--- config.mk ---
export PLATFORM = sky130hd
export DESIGN_NAME = settings_bus_responder
export DESIGN_NICKNAME = d
export VERILOG_FILES = /design/src/rtl/settings_bus_pkg.sv /design/src/rtl/sb_readback_pipe.sv /design/src/rtl/settings_bus_responder.sv
export SDC_FILE = /design/constraint.sdc
export NUM_CORES = 1
export LEC_CHECK = 0
export BUFFER_PORTS_ARGS = -buffer_cell sky130_fd_sc_hd__buf_4
export CELL_PAD_IN_SITES_DETAIL_PLACEMENT = 1
export CELL_PAD_IN_SITES_GLOBAL_PLACEMENT = 2
export CORE_AREA = 2 2 343 345
export CTS_CLUSTER_DIAMETER = 150
export DETAILED_ROUTE_END_ITERATION = 12
export DIE_AREA = 0 0 345 347
export GPL_ROUTABILITY_DRIVEN = 0
export PLACE_DENSITY = 0.61
export SLEW_MARGIN = 20
export SYNTH_ARGS = -nofsm -noshare
export SYNTH_HDL_FRONTEND = slang
export SYNTH_SLANG_ARGS = --single-unit
--- constraint.sdc ---
create_clock -name clk -period 2 [get_ports clk]
set_clock_uncertainty 0.05 [all_clocks]
set_input_delay 0.2 -clock clk [delete_from_list [all_inputs] [get_ports clk]]
set_output_delay 0.2 -clock clk [all_outputs]
set_load 0.1 [all_outputs]
--- src/rtl/settings_bus_pkg.sv ---
// Shared constants and readback-map helpers for the settings bus responder.
// The readback map is user registers, then external status words, then the miss counter.
package settings_bus_pkg;

    localparam int SR_AWIDTH_DEF = 8;
    localparam int SR_DWIDTH_DEF = 32;
    localparam int RB_AWIDTH_DEF = 8;
    localparam int RB_DWIDTH_DEF = 64;

    localparam int MISS_CNT_W = 16;

    localparam int RB_USER_OFS = 0;

    function automatic int rb_ext_ofs(input int num_regs);
        return num_regs;
    endfunction

    function automatic int rb_miss_ofs(input int num_regs);
        return 2 * num_regs;
    endfunction

    // Width of a register index; a single register still needs one bit.
    function automatic int idx_width(input int num_regs);
        return (num_regs > 1) ? $clog2(num_regs) : 1;
    endfunction

endpackage

--- src/rtl/sb_readback_pipe.sv ---
// Fixed-latency delay line of {valid, data} for readback words.
// Accepts one entry per cycle; the last stage drives the readback outputs directly.
module sb_readback_pipe #(
    parameter int DEPTH = 1,
    parameter int WIDTH = 64
) (
    input  logic             clk,
    input  logic             reset_n,
    input  logic             in_valid,
    input  logic [WIDTH-1:0] in_data,
    output logic             out_valid,
    output logic [WIDTH-1:0] out_data
);

    logic [DEPTH-1:0] valid_q;
    logic [WIDTH-1:0] data_q [DEPTH];

    always_ff @(posedge clk or negedge reset_n) begin
        if (!reset_n) begin
            valid_q <= '0;
            for (int i = 0; i < DEPTH; i++) begin
                data_q[i] <= '0;
            end
        end else begin
            valid_q[0] <= in_valid;
            data_q[0]  <= in_data;
            for (int i = 1; i < DEPTH; i++) begin
                valid_q[i] <= valid_q[i-1];
                data_q[i]  <= data_q[i-1];
            end
        end
    end

    assign out_valid = valid_q[DEPTH-1];
    assign out_data  = data_q[DEPTH-1];

endmodule

--- src/rtl/settings_bus_responder.sv ---
// Responder end of the settings/readback bus: decodes writes into a register bank,
// counts misses, and answers every strobe with one readback word after RB_LATENCY cycles.
module settings_bus_responder
    import settings_bus_pkg::*;
#(
    parameter int SR_AWIDTH  = SR_AWIDTH_DEF,
    parameter int SR_DWIDTH  = SR_DWIDTH_DEF,
    parameter int RB_AWIDTH  = RB_AWIDTH_DEF,
    parameter int RB_DWIDTH  = RB_DWIDTH_DEF,
    parameter int BASE       = 0,
    parameter int NUM_REGS   = 8,
    parameter int RB_LATENCY = 1,
    parameter logic [SR_DWIDTH-1:0] RESET_VAL = '0
) (
    input  logic                          clk,
    input  logic                          reset_n,
    input  logic                          set_stb,
    input  logic [SR_AWIDTH-1:0]          set_addr,
    input  logic [SR_DWIDTH-1:0]          set_data,
    input  logic [RB_AWIDTH-1:0]          rb_addr,
    output logic                          rb_stb,
    output logic [RB_DWIDTH-1:0]          rb_data,
    output logic [NUM_REGS*SR_DWIDTH-1:0] reg_out,
    output logic [NUM_REGS-1:0]           reg_changed,
    input  logic [NUM_REGS*RB_DWIDTH-1:0] rb_ext
);

    // Bus protocol: set_stb is a one-cycle transaction qualifier with no ready;
    // each strobe yields exactly one rb_stb pulse, in order, and rb_data is 0 otherwise.

    localparam int IDX_W = idx_width(NUM_REGS);
    localparam int CMP_W = SR_AWIDTH + 1;
    localparam int RBA_W = RB_AWIDTH + 1;

    localparam logic [CMP_W-1:0]      BASE_LO  = CMP_W'(BASE);
    localparam logic [CMP_W-1:0]      BASE_HI  = CMP_W'(BASE + NUM_REGS);
    localparam logic [RBA_W-1:0]      USER_LO  = RBA_W'(RB_USER_OFS);
    localparam logic [RBA_W-1:0]      EXT_LO   = RBA_W'(rb_ext_ofs(NUM_REGS));
    localparam logic [RBA_W-1:0]      MISS_A   = RBA_W'(rb_miss_ofs(NUM_REGS));
    localparam logic [MISS_CNT_W-1:0] MISS_MAX = '1;

    if (RB_DWIDTH < SR_DWIDTH) begin : g_bad_rb_width
        $error("settings_bus_responder: RB_DWIDTH must be >= SR_DWIDTH");
    end
    if (NUM_REGS < 1 || NUM_REGS > 64) begin : g_bad_num_regs
        $error("settings_bus_responder: NUM_REGS must be in 1..64");
    end
    if (RB_LATENCY < 1 || RB_LATENCY > 4) begin : g_bad_latency
        $error("settings_bus_responder: RB_LATENCY must be in 1..4");
    end

    logic [CMP_W-1:0]      wr_addr;
    logic [IDX_W-1:0]      wr_idx;
    logic                  hit;
    logic [NUM_REGS-1:0]   wr_en;
    logic [SR_DWIDTH-1:0]  regs [NUM_REGS];
    logic [MISS_CNT_W-1:0] miss_cnt;
    logic [MISS_CNT_W-1:0] miss_next;

    logic [RBA_W-1:0]      rd_addr;
    logic [IDX_W-1:0]      user_idx;
    logic [IDX_W-1:0]      ext_idx;
    logic [SR_DWIDTH-1:0]  user_word;
    logic [RB_DWIDTH-1:0]  rb_word;
    logic [RB_DWIDTH-1:0]  pipe_data;

    // One extra address bit keeps BASE+NUM_REGS from wrapping at the top of the map.
    assign wr_addr = {1'b0, set_addr};
    assign hit     = set_stb && (wr_addr >= BASE_LO) && (wr_addr < BASE_HI);
    assign wr_idx  = IDX_W'(wr_addr - BASE_LO);

    always_comb begin
        wr_en = '0;
        if (hit) begin
            wr_en[wr_idx] = 1'b1;
        end
    end

    always_ff @(posedge clk or negedge reset_n) begin
        if (!reset_n) begin
            for (int i = 0; i < NUM_REGS; i++) begin
                regs[i] <= RESET_VAL;
            end
            reg_changed <= '0;
        end else begin
            for (int i = 0; i < NUM_REGS; i++) begin
                if (wr_en[i]) begin
                    regs[i] <= set_data;
                end
            end
            reg_changed <= wr_en;
        end
    end

    for (genvar i = 0; i < NUM_REGS; i++) begin : g_reg_out
        assign reg_out[i*SR_DWIDTH +: SR_DWIDTH] = regs[i];
    end

    always_comb begin
        miss_next = miss_cnt;
        if (set_stb && !hit && (miss_cnt != MISS_MAX)) begin
            miss_next = miss_cnt + 1'b1;
        end
    end

    always_ff @(posedge clk or negedge reset_n) begin
        if (!reset_n) begin
            miss_cnt <= '0;
        end else begin
            miss_cnt <= miss_next;
        end
    end

    assign rd_addr  = {1'b0, rb_addr};
    assign user_idx = IDX_W'(rd_addr - USER_LO);
    assign ext_idx  = IDX_W'(rd_addr - EXT_LO);

    // Readback shows post-transaction state: bypass the register being written now.
    assign user_word = (hit && (wr_idx == user_idx)) ? set_data : regs[user_idx];

    always_comb begin
        rb_word = '0;
        if (rd_addr < EXT_LO) begin
            rb_word = RB_DWIDTH'(user_word);
        end else if (rd_addr < MISS_A) begin
            rb_word = rb_ext[ext_idx*RB_DWIDTH +: RB_DWIDTH];
        end else if (rd_addr == MISS_A) begin
            rb_word = RB_DWIDTH'(miss_next);
        end
    end

    assign pipe_data = set_stb ? rb_word : '0;

    sb_readback_pipe #(
        .DEPTH (RB_LATENCY),
        .WIDTH (RB_DWIDTH)
    ) u_rb_pipe (
        .clk       (clk),
        .reset_n   (reset_n),
        .in_valid  (set_stb),
        .in_data   (pipe_data),
        .out_valid (rb_stb),
        .out_data  (rb_data)
    );

endmodule

# [After elaboration in Yosys (flattened, before gate mapping)]
# Index checks and enable logic that the tools add are counted.
# Widths: inputs -> output; s select.
[classes] n_bitwise=1 add_sub_neg=2 n_reduce_logical=7 n_lt_le_gt_ge=7 shifts=1 eq_ne=3 muxes=12
[ops] operator="$shiftx 512x10->64" n=1
[ops] operator="$mux 64" n=3
[ops] operator="$bmux 32 s3" n=1
[ops] operator="$mux 32" n=3
[ops] operator="$mux 16" n=2
[ops] operator="$add 16x1->16 const B" n=1
[ops] operator="$lt 8x4->1 const B" n=2
[ops] operator="$ne 16x16->1 const B" n=1
[ops] operator="$eq 8x5->1 const B" n=1
[ops] operator="$ge 8x1->1 const B" n=1
[ops] operator="$lt 8x5->1 const B" n=1
[ops] operator="$mux 8" n=1
[ops] operator="$logic_and 1x1->1" n=6
[ops] operator="$ge 4x4->1 const B" n=1
[ops] operator="$lt 3x4->1 const B" n=1
[ops] operator="$not 3->4" n=1
[ops] operator="$demux 1 s3" n=1
[ops] operator="$eq 3x3->1" n=1
[ops] operator="$ge 3x1->1 const B" n=1
[ops] operator="$sub 3x1->3 const B" n=1
[ops] operator="$logic_not 1->1" n=1
[ops] operator="$mux 1" n=1
[word_totals] ff_bits=345 word_cells=45 in_bits=563 out_inout_bits=329

# [Longest topological paths before layout]
[depth] word_depth=11 ltp_mapped=9 depth_no_buf=6

# [By module]
# Synthesis repeated with hierarchy kept, for this count alone.
[hier_totals] hier_cells=1269 area_unflattened_um2=19160.9
[modules_own_cells] module="settings_bus_responder" area_each_um2=17534.3 seq_area_each_um2=7006.7 cells_each=1204 n_inst=1
[modules_own_cells] module="sb_readback_pipe" area_each_um2=1626.6 seq_area_each_um2=1626.6 cells_each=65 n_inst=1

# [Worst setup path before layout]
# No wires, ideal clock.
[synth_path] path_kind="flip-flop to flip-flop" start="reg regs (netlist bit reg_out[239])" end="reg u_rb_pipe.data_q (netlist bit u_rb_pipe.out_data[15])" setup_ps=144 path_slack_ps=-105 t_arrival_ps=1911 path_stages_with_launch=6 synth_period_minus_slack_ps=2105 path_buffers=0 t_required_ps=1806 path_cell_list="dfrtp_1 -> mux4_2 -> and2_1 -> a221oi_1 -> o311ai_0 -> a21boi_0"
[synth_between] elab_chain_cells=6
[synth_rtl] element="start, declared" line="settings_bus_responder.sv:56" rtl="logic [SR_DWIDTH-1:0] regs [NUM_REGS];"
[synth_rtl] element="start signal, assigned by index" line="settings_bus_responder.sv:88" rtl="regs[i] <= set_data;"
[synth_rtl] element="$bmux 32 s3" line="settings_bus_responder.sv:119" rtl="assign user_word = (hit && (wr_idx == user_idx)) ? set_data : regs[user_idx];"
[synth_rtl] element="$mux 32 (implied by the code) (2 in series)" line="settings_bus_responder.sv:119"
[synth_rtl] element="$mux 32" line="settings_bus_responder.sv:119"
[synth_rtl] element="$mux 64" line="settings_bus_responder.sv:123" rtl="if (rd_addr < EXT_LO) begin"
[synth_rtl] element="$mux 64" line="settings_bus_responder.sv:132" rtl="assign pipe_data = set_stb ? rb_word : '0;"
[synth_rtl] element="via pipe_data[15]" line="settings_bus_responder.sv:65" rtl="logic [RB_DWIDTH-1:0] pipe_data;"
[synth_rtl] element="end signal, assigned by index" line="sb_readback_pipe.sv:29" rtl="data_q[i] <= data_q[i-1];"
[synth_rtl] element="end, declared" line="sb_readback_pipe.sv:16" rtl="logic [WIDTH-1:0] data_q [DEPTH];"
# The timed path passes the listed nets, and every way through them passes these cells. The select of a mux whose other input is x is not followed.
# A chain may end at the register's enable or synchronous reset.

# [Final worst setup path]
[layout_path] start="reg regs (netlist bit reg_out[226])" end="reg u_rb_pipe.data_q (netlist bit u_rb_pipe.out_data[2])"
# Same word-level chain as after synthesis.

==> out/metrics.yaml <==
clock_network:
  cts.clk_slew.worst_paths_ns: 0.06
  cts.sinks: 345
  root_buffer: "clkbuf_16"
  cts.path.max_buffers: 3
  cts_buffers: 46
  htreeDepth: 2
  cts_tree: "yes"
  worstSkewPairLatency_ns: 0.60
logic_synthesis:
  synth.most_common_cell: "dfrtp_1"
  syn_area_per_cell_um2: 14.14
  yosys-top-cells-count: "dfrtp_1, mux2_2, mux4_2, nand2_1"
  syn_area_um2: 19150
  synth-seq-cells: 345
  synth_fp_nets: 1919
  ys_top_cells_by_area: "dfrtp_1, mux4_2, mux2_2"
  yosysSeqAreaShare_pct: 45.07
  ys.flop_type: "dfrtp_1"
  synth_largest_area_cell: "dfrtp_1"
  synth_top_cell_area_share_pct: 45.07
  synth_edf_count: 0
  ys_types: 62
  yosys_warnings: 0
  async_reset_ff_share_pct: 100.0
  syn_inst: 1355
setup_path:
  r2r_slack_ns: 0.05
  critical-path-slowest-cell: "mux4_2"
  slowest_delay_ns: 0.48
  ff2ff_path_depth: 5
  required_ns: 2.45
  cp-start-kind: "register"
  r2r_end: "u_rb_pipe.out_data[2]"
  path_class: "reg -> reg"
  rr_startpoint: "reg_out[226]"
  cp_max_fo: 3
  crit_chain: "mux4_2, mux2i_1, o21ai_0, o211a_1, a311o_1"
  cp.arrival_ns: 2.40
  cp-end-kind: "register"
final_layout:
  instances_no_fill: 4005
  nets: 2993
  area_growth_pct: 63.54
  stdcell_area_um2: 31330
  drive_above_1_share_pct: 67.56
place:
  port_buffers: 891
  detailed_place_hpwl_um: 97630
  place_inst: 3869
  placed_cell_area_um2: 29250
routing:
  wl_um: 118700
  viasPerCell: 4.444
  drc_errors: 0
  avgRoutedWirePerCell_um: 29.63
  vias: 17800
  drtIter0Drc: 1150
  drt_pass1_iterations: 6
  ant_nets: 0
timing:
  fin_crit_ns: 1.951
  max_slew_margin_pct: 58.45
  hold_viol_final: 0
  drv_slew: 0
  setup_violations: 0
  rsz0062_at_grt: "true"
  fmaxAchievable_ghz: 0.5126
  worst_slew_pin_slew_ns: 0.6205
  final.period_utilization_pct: 97.54
run_status:
  status: "finished clean"
global_routing:
  grt_pass1_vias: 19130
  antenna_found_initial: 45
  grt_max_degree: 54
  grtUsageTotal_pct: 19.18
  grt_overflow_total: 0
  grt_pass1_wl_um: 161900
worst_hold_path:
  whs_endpoint: "u_rb_pipe.out_data[62]"
  hp-start: "rb_ext[318]"
  holdPathStages: 4
  holdCritPathClass: "in -> reg"
floorplan:
  design.portCount: 892
  die_area_um2: 119700
  start_util_pct: 16.55
  dieWidth_um: 345
  rows: 125
  coreArea_um2: 115700
  dieHeight_um: 347
power:
  max-vdd-ir-drop_mv: 0.4877
  power.density_nw_per_um2: 716.1
  p_leak_nw: 15.02
run:
  max-cap-violations: 0
[cells in the final DEF, fill, tap and decap left out, types with 8 or more instances in the layout]
| cell type | instances |
|---|---|
| buf_4 | 1055 |
| dfrtp_1 | 314 |
| mux2_2 | 246 |
| mux4_2 | 184 |
| nand2_1 | 118 |
| a21oi_1 | 51 |
| o21ai_0 | 51 |
| clkbuf_16 | 47 |
| mux2i_1 | 44 |
| buf_12 | 39 |
| dlygate4sd3_1 | 36 |
| dfrtp_2 | 31 |
| nor2_1 | 22 |
| diode_2 | 18 |
| nand3_1 | 16 |
| o22ai_1 | 16 |
| clkbuf_1 | 13 |
| o211ai_1 | 12 |
| mux2_1 | 10 |
| nor3_1 | 8 |
| inv_1 | 8 |
[critical path: cells and delay by family (launching register included)]
kind | cells | cell delay [ns]
AO/OA/AOI/OAI | 3 | 0.62
multiplexers | 2 | 0.75
flip-flops | 1 | 0.41
[worst max path at each step]
stage,from,end,slack (ns)
after detailed placement,set_addr[3],u_rb_pipe.out_data[15],-0.38
after global routing,miss_cnt[1],u_rb_pipe.out_data[2],-0.03
after floorplan,reg_out[207],u_rb_pipe.out_data[15],0.002
final,reg_out[226],u_rb_pipe.out_data[2],0.05
after global placement,rb_addr[1],u_rb_pipe.out_data[15],-0.40
after CTS,reg_out[230],u_rb_pipe.out_data[6],0.0006
[cell type report]
cell class / instances / area, um2
Tap cell: 1524 / 1907
Clock buffer: 66 / 1308
Timing Repair Buffer: 1134 / 9117
Antenna cell: 18 / 45.04
Sequential cell: 345 / 8672
Clock inverter: 16 / 266.5
Fill cell: 12850 / 84410
Inverter: 9 / 36.28
Multi-Input combinational cell: 893 / 9975
[registers in the layout, indices dropped and copies added (netlist names)]
name	cells
reg_out	256
u_rb_pipe.out_data	64
miss_cnt	16
reg_changed	8
u_rb_pipe.out_valid	1
[kinds of logic (layout without fill, tap and decap cells)]
group / after synthesis / after routing / share of synthesized area [%]
buffers and inverters: 117 / 1225 / 3.436
AND/OR/NAND/NOR: 218 / 218 / 6.036
AO/OA/AOI/OAI: 175 / 175 / 5.696
flip-flops: 345 / 345 / 45.07
adder cells (fa/ha/maj): 1 / 1 / 0.06531
XOR/XNOR: 11 / 11 / 0.5030
multiplexers: 488 / 488 / 39.19
other: 0 / 18 / 0
[what timing repair did]
item | CTS | global route
buffers inserted | 0 | 1
pin swaps | 0 | 1
gates resized for setup | 8 | 9
setup endpoints to repair | 5 | 12
hold buffers | 36 | 0
hold endpoints to repair | 518 | 0
cloned | 0 | 0
[power breakdown]
part | switching, W | internal, W | leakage (nW)
Sequential | 0.000321 | 0.00732 | 4.70
Combinational | 0.00375 | 0.00231 | 9.56
Clock | 0.00341 | 0.00532 | 0.758
[routing by layer]
layer	wire length [um]	up-vias	share of wire, %	track usage, %
li1	-	7451	-	-
met1	47820	9420	40	23.37
met2	59920	766	50	33.40
met3	7230	161	6.1	4.131
met4	3673	2	3.1	6.543
met5	13	-	0.011	0
[stage by stage]
| stage | total power [W] | hold slack [ns] | worst slack [ns] | setup TNS [ns] | utilization, % |
|---|---|---|---|---|---|
| 5_1_grt | 0.02331 | 0.04353 | -0.03128 | -0.05448 | 27.06 |
| 3_5_place_dp | 0.01377 | 0.08546 | -0.3756 | -35.99 | 25.27 |
| 6_report | 0.02243 | 0.06178 | 0.04917 | 0 | 27.07 |
| 2_1_floorplan | 0.01099 | -0.1456 | 0.001787 | 0 | - |
| 4_1_cts | 0.02277 | 0.002576 | 0.0006266 | 0 | 26.98 |
| 3_3_place_gp | 0.01370 | 0.08126 | -0.3999 | -37.98 | 25.27 |
No activity file was read; power rests on OpenSTA's default activity.
